## config.mk

```make
export PLATFORM = sky130hd
export DESIGN_NAME = register_array_pipelined_tagged
export DESIGN_NICKNAME = d
export VERILOG_FILES = /design/src/rtl/register_array_pipelined_tagged_pkg.sv /design/src/rtl/register_array_pipelined_tagged_cmp_swap.sv /design/src/rtl/register_array_pipelined_tagged.sv
export SDC_FILE = /design/constraint.sdc
export NUM_CORES = 1
export LEC_CHECK = 0
export BUFFER_PORTS_ARGS = -buffer_cell sky130_fd_sc_hd__buf_2
export CAP_MARGIN = 30
export CORE_ASPECT_RATIO = 1.4
export CORE_MARGIN = 5
export CORE_UTILIZATION = 35
export CTS_BUF_LIST = sky130_fd_sc_hd__clkbuf_8
export DETAILED_ROUTE_END_ITERATION = 8
export MAX_ROUTING_LAYER = met4
export PLACE_DENSITY_LB_ADDON = 0.05
export SLEW_MARGIN = 10
export SYNTH_ARGS = -nofsm -noshare
export SYNTH_HDL_FRONTEND = slang
export SYNTH_HIERARCHICAL = 1
export SYNTH_SLANG_ARGS = --single-unit
```

## constraint.sdc

```tcl
create_clock -name i_CLK -period 6.55 [get_ports i_CLK]
set_input_delay 0.655 -clock i_CLK [delete_from_list [all_inputs] [get_ports i_CLK]]
set_output_delay 0.655 -clock i_CLK [all_outputs]
set_load 0.005 [all_outputs]
```

## src/rtl/register_array_pipelined_tagged_pkg.sv

```systemverilog
// Shared types and constants for the tagged register-array priority queue.
// Op codes, sort phase and the settle threshold live here so bench and RTL agree.
package register_array_pipelined_tagged_pkg;

  typedef enum logic [2:0] {
    OP_NONE,
    OP_ENQ,
    OP_DEQ,
    OP_REPL,
    OP_FLUSH
  } op_e;

  typedef enum logic {
    PH_EVEN,
    PH_ODD
  } phase_e;

  localparam int SETTLE_CYCLES = 2;
  localparam int QUIET_W       = $clog2(SETTLE_CYCLES + 1);

endpackage

```

## src/rtl/register_array_pipelined_tagged_cmp_swap.sv

```systemverilog
// Compare-and-swap cell for one entry pair: the better-ranked entry leaves on hi.
// Valid outranks invalid; equal keys and two invalid entries stay in place.
module ra_cmp_swap #(
  parameter int KEY_WIDTH = 16,
  parameter int TAG_WIDTH = 8,
  parameter int MAX_FIRST = 1
) (
  input  logic                 a_valid,
  input  logic [KEY_WIDTH-1:0] a_key,
  input  logic [TAG_WIDTH-1:0] a_tag,
  input  logic                 b_valid,
  input  logic [KEY_WIDTH-1:0] b_key,
  input  logic [TAG_WIDTH-1:0] b_tag,
  output logic                 hi_valid,
  output logic [KEY_WIDTH-1:0] hi_key,
  output logic [TAG_WIDTH-1:0] hi_tag,
  output logic                 lo_valid,
  output logic [KEY_WIDTH-1:0] lo_key,
  output logic [TAG_WIDTH-1:0] lo_tag,
  output logic                 swapped
);

  logic b_wins;

  always_comb begin
    b_wins = 1'b0;
    if (b_valid && !a_valid) begin
      b_wins = 1'b1;
    end else if (b_valid && a_valid) begin
      b_wins = (MAX_FIRST != 0) ? (b_key > a_key) : (b_key < a_key);
    end
  end

  always_comb begin
    hi_valid = a_valid;
    hi_key   = a_key;
    hi_tag   = a_tag;
    lo_valid = b_valid;
    lo_key   = b_key;
    lo_tag   = b_tag;
    if (b_wins) begin
      hi_valid = b_valid;
      hi_key   = b_key;
      hi_tag   = b_tag;
      lo_valid = a_valid;
      lo_key   = a_key;
      lo_tag   = a_tag;
    end
  end

  assign swapped = b_wins;

endmodule

```

## src/rtl/register_array_pipelined_tagged.sv

```systemverilog
// Tagged priority queue held in a register array, kept ordered by an
// odd-even transposition sort that runs one phase per cycle behind the ops.
module register_array_pipelined_tagged
  import register_array_pipelined_tagged_pkg::*;
#(
  parameter int QUEUE_SIZE = 8,
  parameter int KEY_WIDTH  = 16,
  parameter int TAG_WIDTH  = 8,
  parameter int MAX_FIRST  = 1,
  parameter int ENQ_ENA    = 1
) (
  input  logic                          i_CLK,
  input  logic                          i_RSTn,
  input  logic                          i_flush,
  input  logic                          i_wrt,
  input  logic                          i_read,
  input  logic [KEY_WIDTH-1:0]          i_key,
  input  logic [TAG_WIDTH-1:0]          i_tag,
  output logic [KEY_WIDTH-1:0]          o_key,
  output logic [TAG_WIDTH-1:0]          o_tag,
  output logic                          o_head_valid,
  output logic [$clog2(QUEUE_SIZE):0]   o_count,
  output logic                          o_full,
  output logic                          o_empty,
  output logic                          o_overflow,
  output logic                          o_underflow,
  output logic                          o_settled
);

  localparam int CW = $clog2(QUEUE_SIZE) + 1;
  localparam int NE = QUEUE_SIZE / 2;
  localparam int NO = QUEUE_SIZE / 2 - 1;
  localparam logic [QUIET_W-1:0] QUIET_MAX = QUIET_W'(SETTLE_CYCLES);

  // Registered array state
  logic                 vld_q [QUEUE_SIZE];
  logic [KEY_WIDTH-1:0] key_q [QUEUE_SIZE];
  logic [TAG_WIDTH-1:0] tag_q [QUEUE_SIZE];
  logic [CW-1:0]        count_q;
  phase_e               phase_q;
  logic [QUIET_W-1:0]   quiet_q;
  logic                 overflow_q;
  logic                 underflow_q;

  // Post-op array, then the two candidate sort results
  logic                 p_vld [QUEUE_SIZE];
  logic [KEY_WIDTH-1:0] p_key [QUEUE_SIZE];
  logic [TAG_WIDTH-1:0] p_tag [QUEUE_SIZE];
  logic                 e_vld [QUEUE_SIZE];
  logic [KEY_WIDTH-1:0] e_key [QUEUE_SIZE];
  logic [TAG_WIDTH-1:0] e_tag [QUEUE_SIZE];
  logic                 d_vld [QUEUE_SIZE];
  logic [KEY_WIDTH-1:0] d_key [QUEUE_SIZE];
  logic [TAG_WIDTH-1:0] d_tag [QUEUE_SIZE];
  logic                 e_sw  [NE];
  logic                 d_sw  [NO];

  op_e           op;
  logic          is_full;
  logic          is_empty;
  logic          accepted;
  logic          ovf_d;
  logic          udf_d;
  logic          swap_any;
  int            free_idx;
  logic [CW-1:0] count_d;

  assign is_full  = (count_q == CW'(QUEUE_SIZE));
  assign is_empty = (count_q == '0);

  // A replace with nothing to replace is treated as an insertion.
  always_comb begin
    op = OP_NONE;
    if (i_flush) begin
      op = OP_FLUSH;
    end else if (i_wrt && !i_read && (ENQ_ENA != 0)) begin
      op = OP_ENQ;
    end else if (!i_wrt && i_read) begin
      op = OP_DEQ;
    end else if (i_wrt && i_read) begin
      op = is_empty ? OP_ENQ : OP_REPL;
    end
  end

  always_comb begin
    accepted = (op == OP_FLUSH) || (op == OP_REPL) ||
               ((op == OP_ENQ) && !is_full) || ((op == OP_DEQ) && !is_empty);
    ovf_d    = (op == OP_ENQ) && is_full;
    udf_d    = (op == OP_DEQ) && is_empty;
  end

  always_comb begin
    free_idx = QUEUE_SIZE - 1;
    for (int i = QUEUE_SIZE - 1; i >= 0; i--) begin
      if (!vld_q[i]) free_idx = i;
    end
  end

  always_comb begin
    p_vld   = vld_q;
    p_key   = key_q;
    p_tag   = tag_q;
    count_d = count_q;
    case (op)
      OP_FLUSH: begin
        for (int i = 0; i < QUEUE_SIZE; i++) begin
          p_vld[i] = 1'b0;
          p_key[i] = '0;
          p_tag[i] = '0;
        end
        count_d = '0;
      end
      OP_ENQ: begin
        if (!is_full) begin
          // Entries ahead of the first hole slide down one slot to make room at the head.
          for (int i = 1; i < QUEUE_SIZE; i++) begin
            if (i <= free_idx) begin
              p_vld[i] = vld_q[i-1];
              p_key[i] = key_q[i-1];
              p_tag[i] = tag_q[i-1];
            end
          end
          p_vld[0] = 1'b1;
          p_key[0] = i_key;
          p_tag[0] = i_tag;
          count_d  = count_q + CW'(1);
        end
      end
      OP_DEQ: begin
        if (!is_empty) begin
          p_vld[0] = 1'b0;
          p_key[0] = '0;
          p_tag[0] = '0;
          count_d  = count_q - CW'(1);
        end
      end
      OP_REPL: begin
        p_vld[0] = 1'b1;
        p_key[0] = i_key;
        p_tag[0] = i_tag;
      end
      default: ;
    endcase
  end

  for (genvar j = 0; j < NE; j++) begin : g_even
    ra_cmp_swap #(
      .KEY_WIDTH (KEY_WIDTH),
      .TAG_WIDTH (TAG_WIDTH),
      .MAX_FIRST (MAX_FIRST)
    ) u_cs (
      .a_valid  (p_vld[2*j]),
      .a_key    (p_key[2*j]),
      .a_tag    (p_tag[2*j]),
      .b_valid  (p_vld[2*j+1]),
      .b_key    (p_key[2*j+1]),
      .b_tag    (p_tag[2*j+1]),
      .hi_valid (e_vld[2*j]),
      .hi_key   (e_key[2*j]),
      .hi_tag   (e_tag[2*j]),
      .lo_valid (e_vld[2*j+1]),
      .lo_key   (e_key[2*j+1]),
      .lo_tag   (e_tag[2*j+1]),
      .swapped  (e_sw[j])
    );
  end

  // The odd phase leaves the two end slots untouched.
  assign d_vld[0]            = p_vld[0];
  assign d_key[0]            = p_key[0];
  assign d_tag[0]            = p_tag[0];
  assign d_vld[QUEUE_SIZE-1] = p_vld[QUEUE_SIZE-1];
  assign d_key[QUEUE_SIZE-1] = p_key[QUEUE_SIZE-1];
  assign d_tag[QUEUE_SIZE-1] = p_tag[QUEUE_SIZE-1];

  for (genvar j = 0; j < NO; j++) begin : g_odd
    ra_cmp_swap #(
      .KEY_WIDTH (KEY_WIDTH),
      .TAG_WIDTH (TAG_WIDTH),
      .MAX_FIRST (MAX_FIRST)
    ) u_cs (
      .a_valid  (p_vld[2*j+1]),
      .a_key    (p_key[2*j+1]),
      .a_tag    (p_tag[2*j+1]),
      .b_valid  (p_vld[2*j+2]),
      .b_key    (p_key[2*j+2]),
      .b_tag    (p_tag[2*j+2]),
      .hi_valid (d_vld[2*j+1]),
      .hi_key   (d_key[2*j+1]),
      .hi_tag   (d_tag[2*j+1]),
      .lo_valid (d_vld[2*j+2]),
      .lo_key   (d_key[2*j+2]),
      .lo_tag   (d_tag[2*j+2]),
      .swapped  (d_sw[j])
    );
  end

  always_comb begin
    swap_any = 1'b0;
    if (phase_q == PH_EVEN) begin
      for (int j = 0; j < NE; j++) swap_any = swap_any | e_sw[j];
    end else begin
      for (int j = 0; j < NO; j++) swap_any = swap_any | d_sw[j];
    end
  end

  always_ff @(posedge i_CLK or negedge i_RSTn) begin
    if (!i_RSTn) begin
      for (int i = 0; i < QUEUE_SIZE; i++) begin
        vld_q[i] <= 1'b0;
        key_q[i] <= '0;
        tag_q[i] <= '0;
      end
      count_q     <= '0;
      phase_q     <= PH_EVEN;
      quiet_q     <= QUIET_MAX;
      overflow_q  <= 1'b0;
      underflow_q <= 1'b0;
    end else begin
      for (int i = 0; i < QUEUE_SIZE; i++) begin
        vld_q[i] <= (phase_q == PH_EVEN) ? e_vld[i] : d_vld[i];
        key_q[i] <= (phase_q == PH_EVEN) ? e_key[i] : d_key[i];
        tag_q[i] <= (phase_q == PH_EVEN) ? e_tag[i] : d_tag[i];
      end
      count_q     <= count_d;
      overflow_q  <= ovf_d;
      underflow_q <= udf_d;
      if (op == OP_FLUSH) begin
        phase_q <= PH_EVEN;
      end else begin
        phase_q <= (phase_q == PH_EVEN) ? PH_ODD : PH_EVEN;
      end
      if (accepted || swap_any) begin
        quiet_q <= '0;
      end else if (quiet_q != QUIET_MAX) begin
        quiet_q <= quiet_q + QUIET_W'(1);
      end
    end
  end

  assign o_key        = key_q[0];
  assign o_tag        = tag_q[0];
  assign o_head_valid = vld_q[0];
  assign o_count      = count_q;
  assign o_full       = is_full;
  assign o_empty      = is_empty;
  assign o_overflow   = overflow_q;
  assign o_underflow  = underflow_q;
  assign o_settled    = (quiet_q == QUIET_MAX);

endmodule

```

# Yosys cells after proc, flatten, opt, wreduce, memory -nomap -nowiden
# Index checks and enable logic that the tools add are counted.
dict set report op_classes {
  add_sub_neg 3
  order_cmp 14
  n_eq_ne 9
  mux 133
  bitwise 5
  n_reduce_logical 40
}
# cell n
set ops {}
lappend ops {{2-to-1 mux 16 bit} 30}
lappend ops {{2-to-1 mux 8 bit} 31}
lappend ops {{one-hot mux 112 bit (2 select lines)} 1}
lappend ops {{2-to-1 mux 32 bit} 6}
lappend ops {{less-or-equal comparator 4 x 32 -> 1 bit (first input constant)} 4}
lappend ops {{2-to-1 mux 128 bit} 1}
lappend ops {{greater-than comparator 16 bit} 7}
lappend ops {{one-hot mux 56 bit (2 select lines)} 1}
lappend ops {{less-or-equal comparator 3 x 32 -> 1 bit (first input constant)} 2}
lappend ops {{2-to-1 mux 64 bit} 1}
lappend ops {{one-hot mux 16 bit (4 select lines)} 1}
lappend ops {{2-to-1 mux 1 bit} 48}
lappend ops {{less-or-equal comparator 2 x 32 -> 1 bit (first input constant)} 1}
lappend ops {{one-hot mux 8 bit (4 select lines)} 1}
lappend ops {{logical AND 1 bit} 21}
lappend ops {{one-hot mux 7 bit (2 select lines)} 1}
lappend ops {{one-hot mux 4 bit (3 select lines)} 1}
lappend ops {{logical NOT 1 bit} 11}
lappend ops {{2-to-1 mux 2 bit} 5}
lappend ops {{2-to-1 mux 4 bit} 2}
lappend ops {{equality test 3 x 2 -> 1 bit (second input constant)} 2}
lappend ops {{2-to-1 mux 3 bit} 2}
lappend ops {{!= test 2 bit (second input constant)} 3}
lappend ops {{OR 1 bit} 5}
lappend ops {{other kinds (13)} 16}
dict set report totals {
  regBits 209
  input_bits 29
  out_inout_bits 34
  wordCells 233
}

# Logic depth before layout (Yosys ltp)
# Gate-level depths: netlist of the first run.
dict set report depth {
  ltp_word 20
  mapped_depth 20
  ltp_nobuf 15
}

# Cells and area by module
# The synthesis of the first run kept the hierarchy.
# module n_inst cells_per_inst area_each_um2
set by_module_without_submodules {}
lappend by_module_without_submodules {register_array_pipelined_tagged 1 1224 11389.7}
lappend by_module_without_submodules {ra_cmp_swap 7 116 1087.3}

# Least setup slack after synthesis of the first run
# No wires, ideal clock.
dict set report synth_path {
  kind {input -> register}
  from {input i_flush}
  to {register quiet_q[1]}
  arrival_time_ps 4811
  setup_slack_ps 1671
  stages 19
  path_cell_list {clkbuf_1 -> nand2b_1 -> clkbuf_1 -> nor4_4 -> and2_1 -> buf_2 -> o21ai_0 -> inv_1 -> ha_1 -> nand4_2 -> or4_4 -> o31ai_4 -> a31oi_4 -> buf_6 -> buf_8 -> or4b_2 -> o21ai_0 -> nand3_1 -> nor2_1}
}
# element line_no
set synth_lines {}
lappend synth_lines {{start, declared} register_array_pipelined_tagged.sv:14} ;# input logic i_flush,
lappend synth_lines {{end signal, assigned} register_array_pipelined_tagged.sv:236} ;# quiet_q <= quiet_q + QUIET_W'(1);
lappend synth_lines {{end, declared} register_array_pipelined_tagged.sv:41} ;# logic [QUIET_W-1:0] quiet_q;

==> results of run 1 <==
## power groups by stage
stage / clock (mW) / combinational, mW / sequential (mW)
4_1_cts: 1.37 / 0.556 / 1.38
2_1_floorplan: 0 / 0.398 / 1.39
3_3_place_gp: 0 / 0.549 / 1.41
3_5_place_dp: 0 / 0.554 / 1.41
6_report: 1.30 / 0.545 / 1.38
5_1_grt: 1.41 / 0.604 / 1.39
## logic make-up after synthesis
| group | after synthesis | synth area share |
|---|---|---|
| multiplexers | 489 | 0.302 |
| flip-flops | 209 | 0.275 |
| AND/OR/NAND/NOR | 533 | 0.132 |
| XOR/XNOR | 2 | 0.000922 |
| adder cells (fa/ha/maj) | 116 | 0.0768 |
| AO/OA/AOI/OAI | 374 | 0.132 |
| buffers and inverters | 313 | 0.0807 |
## routing by layer
metal,vias to the layer above,routed length [microns],track usage
met5,-,0,-
met4,0,1340,0.0511
met3,83,1530,0.0220
met2,202,26700,0.316
met1,6851,24600,0.236
li1,7364,-,-
## stage by stage
stage | cell area [sq um] | setup WS [ns]
floorplan | 19000 | 1.67
global placement | 20100 | 0.675
detailed placement | 20100 | 0.724
CTS | 20900 | 0.726
global route | 20900 | 0.465
finish | 20900 | 0.776
## final cells by class
class                           instances  area (sq um)
Antenna cell                            1          2.50
Clock buffer                           49           674
Clock inverter                         15          63.8
Fill cell                            5496         33100
Inverter                              143           542
Multi-Input combinational cell       1514         12300
Sequential cell                       209          5240
Tap cell                              721           902
Timing Repair Buffer                  172          1220
## cell usage after synthesis (all sizes together) (39+ instances only)
cell type,number,area share
mux2,489,0.30
nand2,268,0.053
dfrtp,208,0.27
o21ai,142,0.037
inv,141,0.028
ha,115,0.076
clkbuf,90,0.018
nand3,84,0.022
buf,80,0.034
a21oi,72,0.019
nor2,61,0.012
nand4,39,0.015
## state kept, by name, indices dropped and copies added (netlist names)
register      count
phase_q           1
o_tag             8
o_head_valid      1
o_underflow       1
tag_q            56
o_overflow        1
key_q           112
o_count           4
o_key            16
quiet_q           2
vld_q             7
## how the worst min path moves through the flow
stage | startpoint | endpoint | slack [ns]
floorplan | i_RSTn | key_q[0] | 0.36
global placement | quiet_q[0] | quiet_q[0] | 0.52
detailed placement | quiet_q[0] | quiet_q[0] | 0.54
CTS | i_RSTn | tag_q[0] | 0.04
global route | i_RSTn | tag_q[0] | 0.09
finish | i_RSTn | tag_q[0] | 0.05
## worst max-delay path, cell delays in order, from the launching register on
cell,delay (ns)
sky130_fd_sc_hd__dfrtp_1,0.47
sky130_fd_sc_hd__o41a_1,0.71
sky130_fd_sc_hd__or4_1,0.72
sky130_fd_sc_hd__buf_4,0.30
sky130_fd_sc_hd__o31ai_2,0.20
sky130_fd_sc_hd__a21oi_1,0.19
sky130_fd_sc_hd__ha_1,0.38
sky130_fd_sc_hd__nand4_2,0.19
sky130_fd_sc_hd__or4_4,0.60
sky130_fd_sc_hd__a21o_1,0.20
sky130_fd_sc_hd__a31oi_4,0.66
sky130_fd_sc_hd__buf_4,0.38
sky130_fd_sc_hd__mux2_2,0.37
sky130_fd_sc_hd__mux2_2,0.26
==> impl_metrics.yaml, run 1 <==
outcome:
  outcome: "complete, no violations"
setup_path:
  regToRegEndpoint: "key_q[21]"
  end_kind: "flip-flop"
  crit_fanout: 20
  reg2reg_depth: 13
  crit_arrival_ns: 6.26
  timing.critical_path.to: "key_q[21]"
  worstSetupStartpointType: "flip-flop"
  crit_required_ns: 7.04
  cp-startpoint: "o_count[0]"
  reg_to_reg_startpoint: "o_count[0]"
  r2r_setup_slack_ns: 0.78
  critical_path_class: "flip-flop to flip-flop"
power:
  irDropWorstVdd_mv: 0.109
  power_frac_seq: 0.429
  clock_power_share: 0.402
  power.internal_mw: 2.22
  leakagePower_nw: 9.27
  pwr-share-comb: 0.169
  switching_share: 0.311
  fin_total_pwr_mw: 3.22
  power_density_nw_per_um2: 154
  total_switching_power_mw: 1.00
clock_network:
  clk_slew_on_worst_s_h_paths_ns: 0.06
  postCtsSetupRepairBufs: 0
  hold_buffers: 0
  tritoncts.num_buffers: 45
  cts_root_buf: "sky130_fd_sc_hd__clkbuf_8"
  cts.repair.resized: 0
  clk_path_buf_depth: 3
  clkSinkCount: 209
  clock_tree.htree_level_count: 2
  tritoncts: "done"
  clock_latency_ns: 0.61
route:
  wire_per_inst_microns: 19.2
  detailedRoute.firstIterationViolations: 574
  firstDrtPassIters: 5
  antenna_left: 0
  via_count: 14500
  routed_wl_microns: 54200
  post_drt_via_cell_ratio: 5.13
  drcViolationCount: 0
placement:
  placed_cells: 2758
  post-dp-hpwl_microns: 38600
  final_replace_weighted_congestion: 0.789
  io_buffers: 62
synth:
  post_synth_inst_count: 2036
  synthesized_netlist_net_count: 2181
  synth_ff_type: "sky130_fd_sc_hd__dfrtp_1"
  yosys_register_bits: 209
  avgSynthCellArea_sq_um: 9.33
  synth_cell_type_count: 59
  ys_async_sr_fraction: 1.00
  ys.warnings.count: 6
  synth_area_sq_um: 19000
  synth-edff-count: 0
  synth.yosys.seq_area_share: 0.275
global_route:
  grt_first_pass_wirelength_microns: 87000
  global_route.usage.total: 0.187
  first_global_vias: 15100
  maximum_number_of_pins_on_one_net_before_global_route_repair: 155
  antenna_found_initial: 2
  globalRoute.totalOverflow: 0
cells_and_area:
  drive_above_1_share: 0.370
  final_cell_mix: "426 x sky130_fd_sc_hd__mux2_2, 268 x sky130_fd_sc_hd__nand2_1, 207 x sky130_fd_sc_hd__dfrtp_1, 153 x sky130_fd_sc_hd__inv_1, 135 x sky130_fd_sc_hd__o21ai_0"
  final_common_cell: "sky130_fd_sc_hd__mux2_2"
  post_layout_nonfiller_instances: 2824
  final_core_utilization: 0.387
  num-nets-final: 2230
  areaGrowthSynthToFinish_pct: 9.97
floorplan:
  initial_utilization: 0.352
  fp.coreArea_sq_um: 54000
  die_y_microns: 286
  floorplan.io_pins: 63
  design.die.area_sq_um: 59100
  fp-row-count: 101
  chipWidth_microns: 207
sta:
  max_clock_freq_mhz: 173
  final-setup-viol-count: 0
  final.setup_skew_ns: 0.0217
  timing_worst_slew_pin_value_ns: 0.954
  setup_total_negative_slack_ns: 0
  hold_slack_ns: 0.0535
  final.period_utilization: 0.882
  finalHoldViolations: 0
  timing.final.crit_period_ns: 5.77
  setup_repair_after_global_routing_missed_its_margin: "false"
  slew_viol_final: 0
  timing.slew.headroom: 0.363
hold_path:
  hold_path.class: "primary input to asynchronous set/reset pin"
job:
  drv.max_cap_violation_count: 0
Note: power is estimated with default switching activity, not from simulation.
==> run 2, diff against run 1 <==
- ABC_AREA: not set -> 1
- clock period: 6.55 -> 6.5 ns (I/O delays scaled with it)
==> run 2 against run 1 <==
Compared with the run above:
- non-clock buffer count decreased by 45
- worst hold slack got worse by 0.0089 ns
- critical path depth increased by 5
- cell count increased by 41%
- setup slack improved by 0.82 ns
- clock skew increased by 0.0049 ns
- core utilization decreased by 0.81 points
- clock power increased by 13%
- power increased by 13%
- critical path type unchanged
- largest cell class unchanged
==> impl_metrics.yaml, run 2 <==
outcome:
  outcome: "complete, no violations"
clock_network:
  hold_buffers: 0
  clock_latency_ns: 0.63
  tritoncts: "done"
  clkSinkCount: 209
  postCtsSetupRepairBufs: 0
  cts.repair.resized: 0
  tritoncts.num_buffers: 45
  clk_path_buf_depth: 3
  clock_tree.htree_level_count: 2
  clk_slew_on_worst_s_h_paths_ns: 0.06
  cts_root_buf: "sky130_fd_sc_hd__clkbuf_8"
synth:
  synth.largest_area_cell: "sky130_fd_sc_hd__nand2_1"
  avgSynthCellArea_sq_um: 5.94
  synth.top_cells.by_count: "1642 x sky130_fd_sc_hd__nand2_1, 456 x sky130_fd_sc_hd__nand3_1, 251 x sky130_fd_sc_hd__inv_1"
  largest_family_of_logic_cells_by_synthesized_area: "simple AND/OR/NAND/NOR gates"
  yosys_register_bits: 209
  ys_async_sr_fraction: 1.00
  post_synth_simple_gate_area: 0.476
  synthMostInstantiatedCell: "sky130_fd_sc_hd__nand2_1"
  synthesized_netlist_net_count: 3430
  synth-edff-count: 0
  post_synth_inst_count: 3285
  netlist_top_cells_area: "sky130_fd_sc_hd__nand2_1 32%, sky130_fd_sc_hd__dfrtp_1 27%, sky130_fd_sc_hd__nand3_1 12%, sky130_fd_sc_hd__ha_1 7.4%, sky130_fd_sc_hd__inv_1 4.8%"
  synth_cell_type_count: 40
  fraction_of_the_mapped_netlist_area_in_adder_cells: 0.0747
  synth_compound_area_frac: 0.0651
  synth.yosys.seq_area_share: 0.268
  synth_ff_type: "sky130_fd_sc_hd__dfrtp_1"
  synth_area_sq_um: 19500
  ys.warnings.count: 6
  synth_xor_xnor_area_share: 0.00179
  muxShareOfSynthArea: 0
  post-synth-top-area-fraction: 0.316
setup_path:
  worstSetupStartpointType: "flip-flop"
  reg2reg_depth: 18
  crit_fanout: 28
  critical_path_class: "flip-flop to flip-flop"
  reg_to_reg_startpoint: "o_count[1]"
  regToRegEndpoint: "quiet_q[0]"
  r2r_setup_slack_ns: 1.59
  crit_arrival_ns: 5.44
  crit_required_ns: 7.03
  end_kind: "flip-flop"
placement:
  final_replace_weighted_congestion: 0.873
  place_worst_setup_slack_ns: 1.11
  io_buffers: 62
  post-dp-hpwl_microns: 50100
global_route:
  globalRoute.totalOverflow: 0
  global_route.usage.total: 0.242
  maximum_number_of_pins_on_one_net_before_global_route_repair: 135
  antenna_found_initial: 1
  first_global_vias: 19600
  grt_first_pass_wirelength_microns: 116000
sta:
  final.setup_skew_ns: 0.0266
  final_critical_path_setup_slack_ns: 1.59
  finalHoldViolations: 0
  final-setup-viol-count: 0
  timing.slew.headroom: 0.324
  setup_repair_after_global_routing_missed_its_margin: "false"
  timing_worst_slew_pin_value_ns: 1.00
  final.period_utilization: 0.755
  slew_viol_final: 0
  setup_total_negative_slack_ns: 0
  timing.final.crit_period_ns: 4.91
  max_clock_freq_mhz: 204
floorplan:
  chipWidth_microns: 210
  initial_utilization: 0.353
  fp.coreArea_sq_um: 55300
  fp-row-count: 102
  design.die.area_sq_um: 60700
  die_y_microns: 289
  floorplan.io_pins: 63
cells_and_area:
  areaGrowthSynthToFinish_pct: 7.33
  largest_register_ff_count: 112
  largest_register: "key_q"
  final_core_utilization: 0.379
  drive_above_1_share: 0.0756
  final_cell_mix: "1642 x sky130_fd_sc_hd__nand2_1, 456 x sky130_fd_sc_hd__nand3_1, 267 x sky130_fd_sc_hd__inv_1, 207 x sky130_fd_sc_hd__dfrtp_1, 115 x sky130_fd_sc_hd__ha_1"
  n_fill_cell: 6168
  final_common_cell: "sky130_fd_sc_hd__nand2_1"
  num-nets-final: 3377
route:
  routed_wl_microns: 72200
  drcViolationCount: 0
  met1Wirelength_microns: 31100
  antenna_left: 0
  via_count: 20300
  routed-wl-met3_microns: 2420
  wire_per_inst_microns: 18.1
  detailedRoute.firstIterationViolations: 1412
  post_drt_via_cell_ratio: 5.09
  firstDrtPassIters: 6
  met2_length_microns: 35900
  route.top_layer_used: "met4"
power:
  irDropWorstVdd_mv: 0.131
  leakagePower_nw: 11.8
  fin_total_pwr_mw: 3.64
  power_density_nw_per_um2: 174
hold_path:
  hold_path.class: "primary input to asynchronous set/reset pin"
job:
  drv.max_cap_violation_count: 0
==> run 2: final cells by class <==
cell class	instances	area (sq um)	area share
Clock inverter	25	103	0.00490
Inverter	254	958	0.0457
Timing Repair Buffer	127	908	0.0434
Antenna cell	1	2.50	0.000119
Clock buffer	56	771	0.0368
Tap cell	728	911	0.0435
Multi-Input combinational cell	2595	12100	0.576
Sequential cell	209	5240	0.250
==> run 2: stage by stage <==
stage                     area [sq um]  hold WS (ns)  instances
final                            21000        0.0446       3995
after global routing             21000        0.0737       3995
after CTS                        20900        0.0422       3990
after detailed placement         20000         0.548       3909
after global placement           19900         0.533       3906
after floorplan                  19500         0.354       3285
==> run 2: kinds of logic after synthesis <==
kind of cell             count (synthesis)
buffers and inverters                  481
flip-flops                             209
XOR/XNOR                                 4
adder cells (fa/ha/maj)                116
AND/OR/NAND/NOR                       2249
AO/OA/AOI/OAI                          226
==> run 2: where the power goes <==
group | switching [mW] | internal (mW)
Clock | 0.698 | 0.772
Combinational | 0.528 | 0.219
Sequential | 0.0660 | 1.36
Total | 1.29 | 2.35
==> run 2: metal layers <==
metal  global-route usage  vias to the layer above
met5                    -                        -
met4               0.0862                        0
met3               0.0251                      129
met2                0.416                      458
met1                0.295                     9433
li1                     -                    10300
==> run 2: worst max path at each step <==
stage          cells after the start       start         end  slack, ns
2_1_floorplan                     21     i_flush  quiet_q[1]       3.00
3_3_place_gp                      17     i_flush  quiet_q[1]       1.11
3_5_place_dp                      17     i_flush  quiet_q[0]       1.11
4_1_cts                           18  o_count[1]  quiet_q[0]       1.34
5_1_grt                           19  o_count[1]  quiet_q[0]       1.21
6_report                          18  o_count[1]  quiet_q[0]       1.59
==> run 2: critical path, cell delays in order (launching register included) <==
cell,delay (ns)
sky130_fd_sc_hd__dfrtp_1,0.46
sky130_fd_sc_hd__nor2_1,0.19
sky130_fd_sc_hd__nand2_2,0.11
sky130_fd_sc_hd__a21oi_4,0.21
sky130_fd_sc_hd__buf_4,0.36
sky130_fd_sc_hd__nor2_2,0.06
sky130_fd_sc_hd__buf_4,0.25
sky130_fd_sc_hd__o21ai_0,0.33
sky130_fd_sc_hd__nand3_1,0.38
sky130_fd_sc_hd__ha_1,0.41
sky130_fd_sc_hd__nand4_1,0.16
sky130_fd_sc_hd__nor3_2,0.29
sky130_fd_sc_hd__nand3_1,0.26
sky130_fd_sc_hd__nand3_2,0.16
sky130_fd_sc_hd__nand2_2,0.35
sky130_fd_sc_hd__buf_12,0.32
sky130_fd_sc_hd__o31ai_1,0.23
sky130_fd_sc_hd__o211ai_1,0.14
sky130_fd_sc_hd__nor2_1,0.13
==> run 3, diff against run 2 <==
- clock period: 6.5 -> 4.8 ns (I/O delays scaled with it)
==> run 3 against run 2 <==
Compared with the run above:
- via count rose by 0.81%
- first-iteration DRC count rose by 1.4%
- wire length shrank 0.70%
- register-to-register slack got worse by 1.1 ns
- core utilization rose by 0.58 points
- cell area grew 1.5%
- sequential cell count unchanged
- non-clock buffer count is 49 higher
- die area unchanged
- global-route usage fell by 0.27 points
- critical path type unchanged
- highest routed layer unchanged
==> impl_metrics.yaml, run 3 (synthesis results as in run 2) <==
clock_network:
  tritoncts.num_buffers: 44
  clk_path_buf_depth: 3
  cts.repair.resized: 0
  clk_slew_on_worst_s_h_paths_ns: 0.06
  clkSinkCount: 209
  clock_latency_ns: 0.62
  tritoncts: "done"
  postCtsSetupRepairBufs: 0
  cts_root_buf: "sky130_fd_sc_hd__clkbuf_8"
  clock_tree.htree_level_count: 2
hold_path:
  holdPathStages: 3
  worst_hold_path.endpoint: "o_key[11]"
  hold_path_startpoint: "i_key[11]"
  hold_path.class: "primary input to flip-flop"
setup_path:
  list_of_cells_traversed_by_the_critical_path: "nor2_1, nand2_1, nand2_2, buf_4, buf_4, nor3_1, o21ai_0, inv_1, ha_1, nand2_1, nor2_1, nand2_1, nand2_1, nand2_1, nand2_1, nand3_2, nand2_2, buf_4, nand2_1, nand2_1, nand2_1, nand2_1"
  critPathMostFrequentCell: "sky130_fd_sc_hd__nand2_1"
  crit_path_top_delay_cell: "sky130_fd_sc_hd__o21ai_0"
  regToRegEndpoint: "tag_q[0]"
  critical-path-max-stage-delay_ns: 0.55
  reg_to_reg_startpoint: "o_count[1]"
  r2r_setup_slack_ns: 0.51
  reg2reg_depth: 22
  crit_fanout: 48
  crit_required_ns: 5.36
  critical_path_buf_inv_count: 4
  path_depth: 22
  crit_arrival_ns: 4.85
  critical_path_class: "flip-flop to flip-flop"
  end_kind: "flip-flop"
  worstSetupStartpointType: "flip-flop"
  path_delay_family: "simple AND/OR/NAND/NOR gates"
floorplan:
  die_y_microns: 289
  floorplan.io_pins: 63
  fp-row-count: 102
  fp.coreArea_sq_um: 55300
  initial_utilization: 0.353
  chipWidth_microns: 210
  design.die.area_sq_um: 60700
power:
  power_density_nw_per_um2: 229
  irDropWorstVdd_mv: 0.225
  leakagePower_nw: 12.0
  fin_total_pwr_mw: 4.88
placement:
  io_buffers: 62
  postPlaceCellArea_sq_um: 20400
  final_replace_weighted_congestion: 0.862
  post-dp-hpwl_microns: 51300
  place_worst_setup_slack_ns: 0.444
  placed_cells: 3960
global_route:
  global_route.usage.total: 0.239
  first_global_vias: 19700
  globalRoute.totalOverflow: 0
  grt_first_pass_wirelength_microns: 114000
  maximum_number_of_pins_on_one_net_before_global_route_repair: 88
  antenna_found_initial: 1
route:
  detailedRoute.firstIterationViolations: 1432
  post_drt_via_cell_ratio: 5.08
  drcViolationCount: 0
  antenna_left: 0
  via_count: 20500
  routed_wl_microns: 71700
  firstDrtPassIters: 6
  wire_per_inst_microns: 17.8
sta:
  timing.slew.headroom: 0.362
  hold_slack_ns: 0.151
  timing.final.crit_period_ns: 4.29
  finalHoldViolations: 0
  max_clock_freq_mhz: 233
  setup_total_negative_slack_ns: 0
  final.period_utilization: 0.895
  slew_viol_final: 0
  setup_repair_after_global_routing_missed_its_margin: "false"
  timing_worst_slew_pin_value_ns: 0.957
  final.setup_skew_ns: 0.0249
  final_critical_path_setup_slack_ns: 0.505
  final-setup-viol-count: 0
cells_and_area:
  post_layout_nonfiller_instances: 4039
  design_area_sq_um: 21300
  final_common_cell: "sky130_fd_sc_hd__nand2_1"
  final_core_utilization: 0.385
  final_cell_mix: "1642 x sky130_fd_sc_hd__nand2_1, 456 x sky130_fd_sc_hd__nand3_1, 268 x sky130_fd_sc_hd__inv_1, 207 x sky130_fd_sc_hd__dfrtp_1, 115 x sky130_fd_sc_hd__ha_1"
  areaGrowthSynthToFinish_pct: 8.97
  largest_register: "key_q"
  drive_above_1_share: 0.0873
  largest_register_ff_count: 112
  num-nets-final: 3425
job:
  drv.max_cap_violation_count: 0
outcome:
  outcome: "complete, no violations"
==> run 3: report_power, final <==
group / total [mW] / switching, mW / leakage, nW / internal [mW]
clock network: 1.92 / 0.902 / 0.504 / 1.02
registers: 1.93 / 0.0880 / 2.87 / 1.84
logic: 1.03 / 0.707 / 8.63 / 0.320
==> run 3: layout make-up <==
cell class	count	area (sq um)
Antenna cell	1	2.50
Clock buffer	55	757
Clock inverter	21	81.3
Fill cell	6243	34000
Inverter	254	958
Multi-Input combinational cell	2595	12100
Sequential cell	209	5240
Tap cell	728	911
Timing Repair Buffer	176	1260
==> run 3: timing repair <==
action,4_1_cts,5_1_grt
setup endpoints to repair,0,0
endpoints found under the hold margin,76,0
hold buffers,1,0
==> run 3: layer usage <==
layer  global-route usage  part of all wire  up-vias
met2                0.419              0.50      476
met5                    -                 0        -
li1                     -                 -    10400
met4                0.101             0.046        0
met1                0.279              0.42     9471
met3               0.0255             0.033      143
==> run 3: worst max path at each step <==
stage	from	to	slack [ns]
2_1_floorplan	i_flush	quiet_q[1]	1.47
3_3_place_gp	i_flush	key_q[13]	0.45
3_5_place_dp	i_flush	tag_q[0]	0.44
4_1_cts	o_count[1]	tag_q[50]	0.43
5_1_grt	o_count[1]	quiet_q[1]	0.02
6_report	o_count[1]	tag_q[0]	0.51
==> run 3: worst register-to-register path, stage by stage (launching register included) <==
cell	delay, ns
sky130_fd_sc_hd__dfrtp_1	0.45
sky130_fd_sc_hd__nor2_1	0.19
sky130_fd_sc_hd__nand2_1	0.16
sky130_fd_sc_hd__nand2_2	0.14
sky130_fd_sc_hd__buf_4	0.18
sky130_fd_sc_hd__buf_4	0.26
sky130_fd_sc_hd__nor3_1	0.09
sky130_fd_sc_hd__o21ai_0	0.55
sky130_fd_sc_hd__inv_1	0.11
sky130_fd_sc_hd__ha_1	0.31
sky130_fd_sc_hd__nand2_1	0.06
sky130_fd_sc_hd__nor2_1	0.27
sky130_fd_sc_hd__nand2_1	0.10
sky130_fd_sc_hd__nand2_1	0.13
sky130_fd_sc_hd__nand2_1	0.06
sky130_fd_sc_hd__nand2_1	0.07
sky130_fd_sc_hd__nand3_2	0.09
sky130_fd_sc_hd__nand2_2	0.13
sky130_fd_sc_hd__buf_4	0.49
sky130_fd_sc_hd__nand2_1	0.15
sky130_fd_sc_hd__nand2_1	0.10
sky130_fd_sc_hd__nand2_1	0.05
sky130_fd_sc_hd__nand2_1	0.09
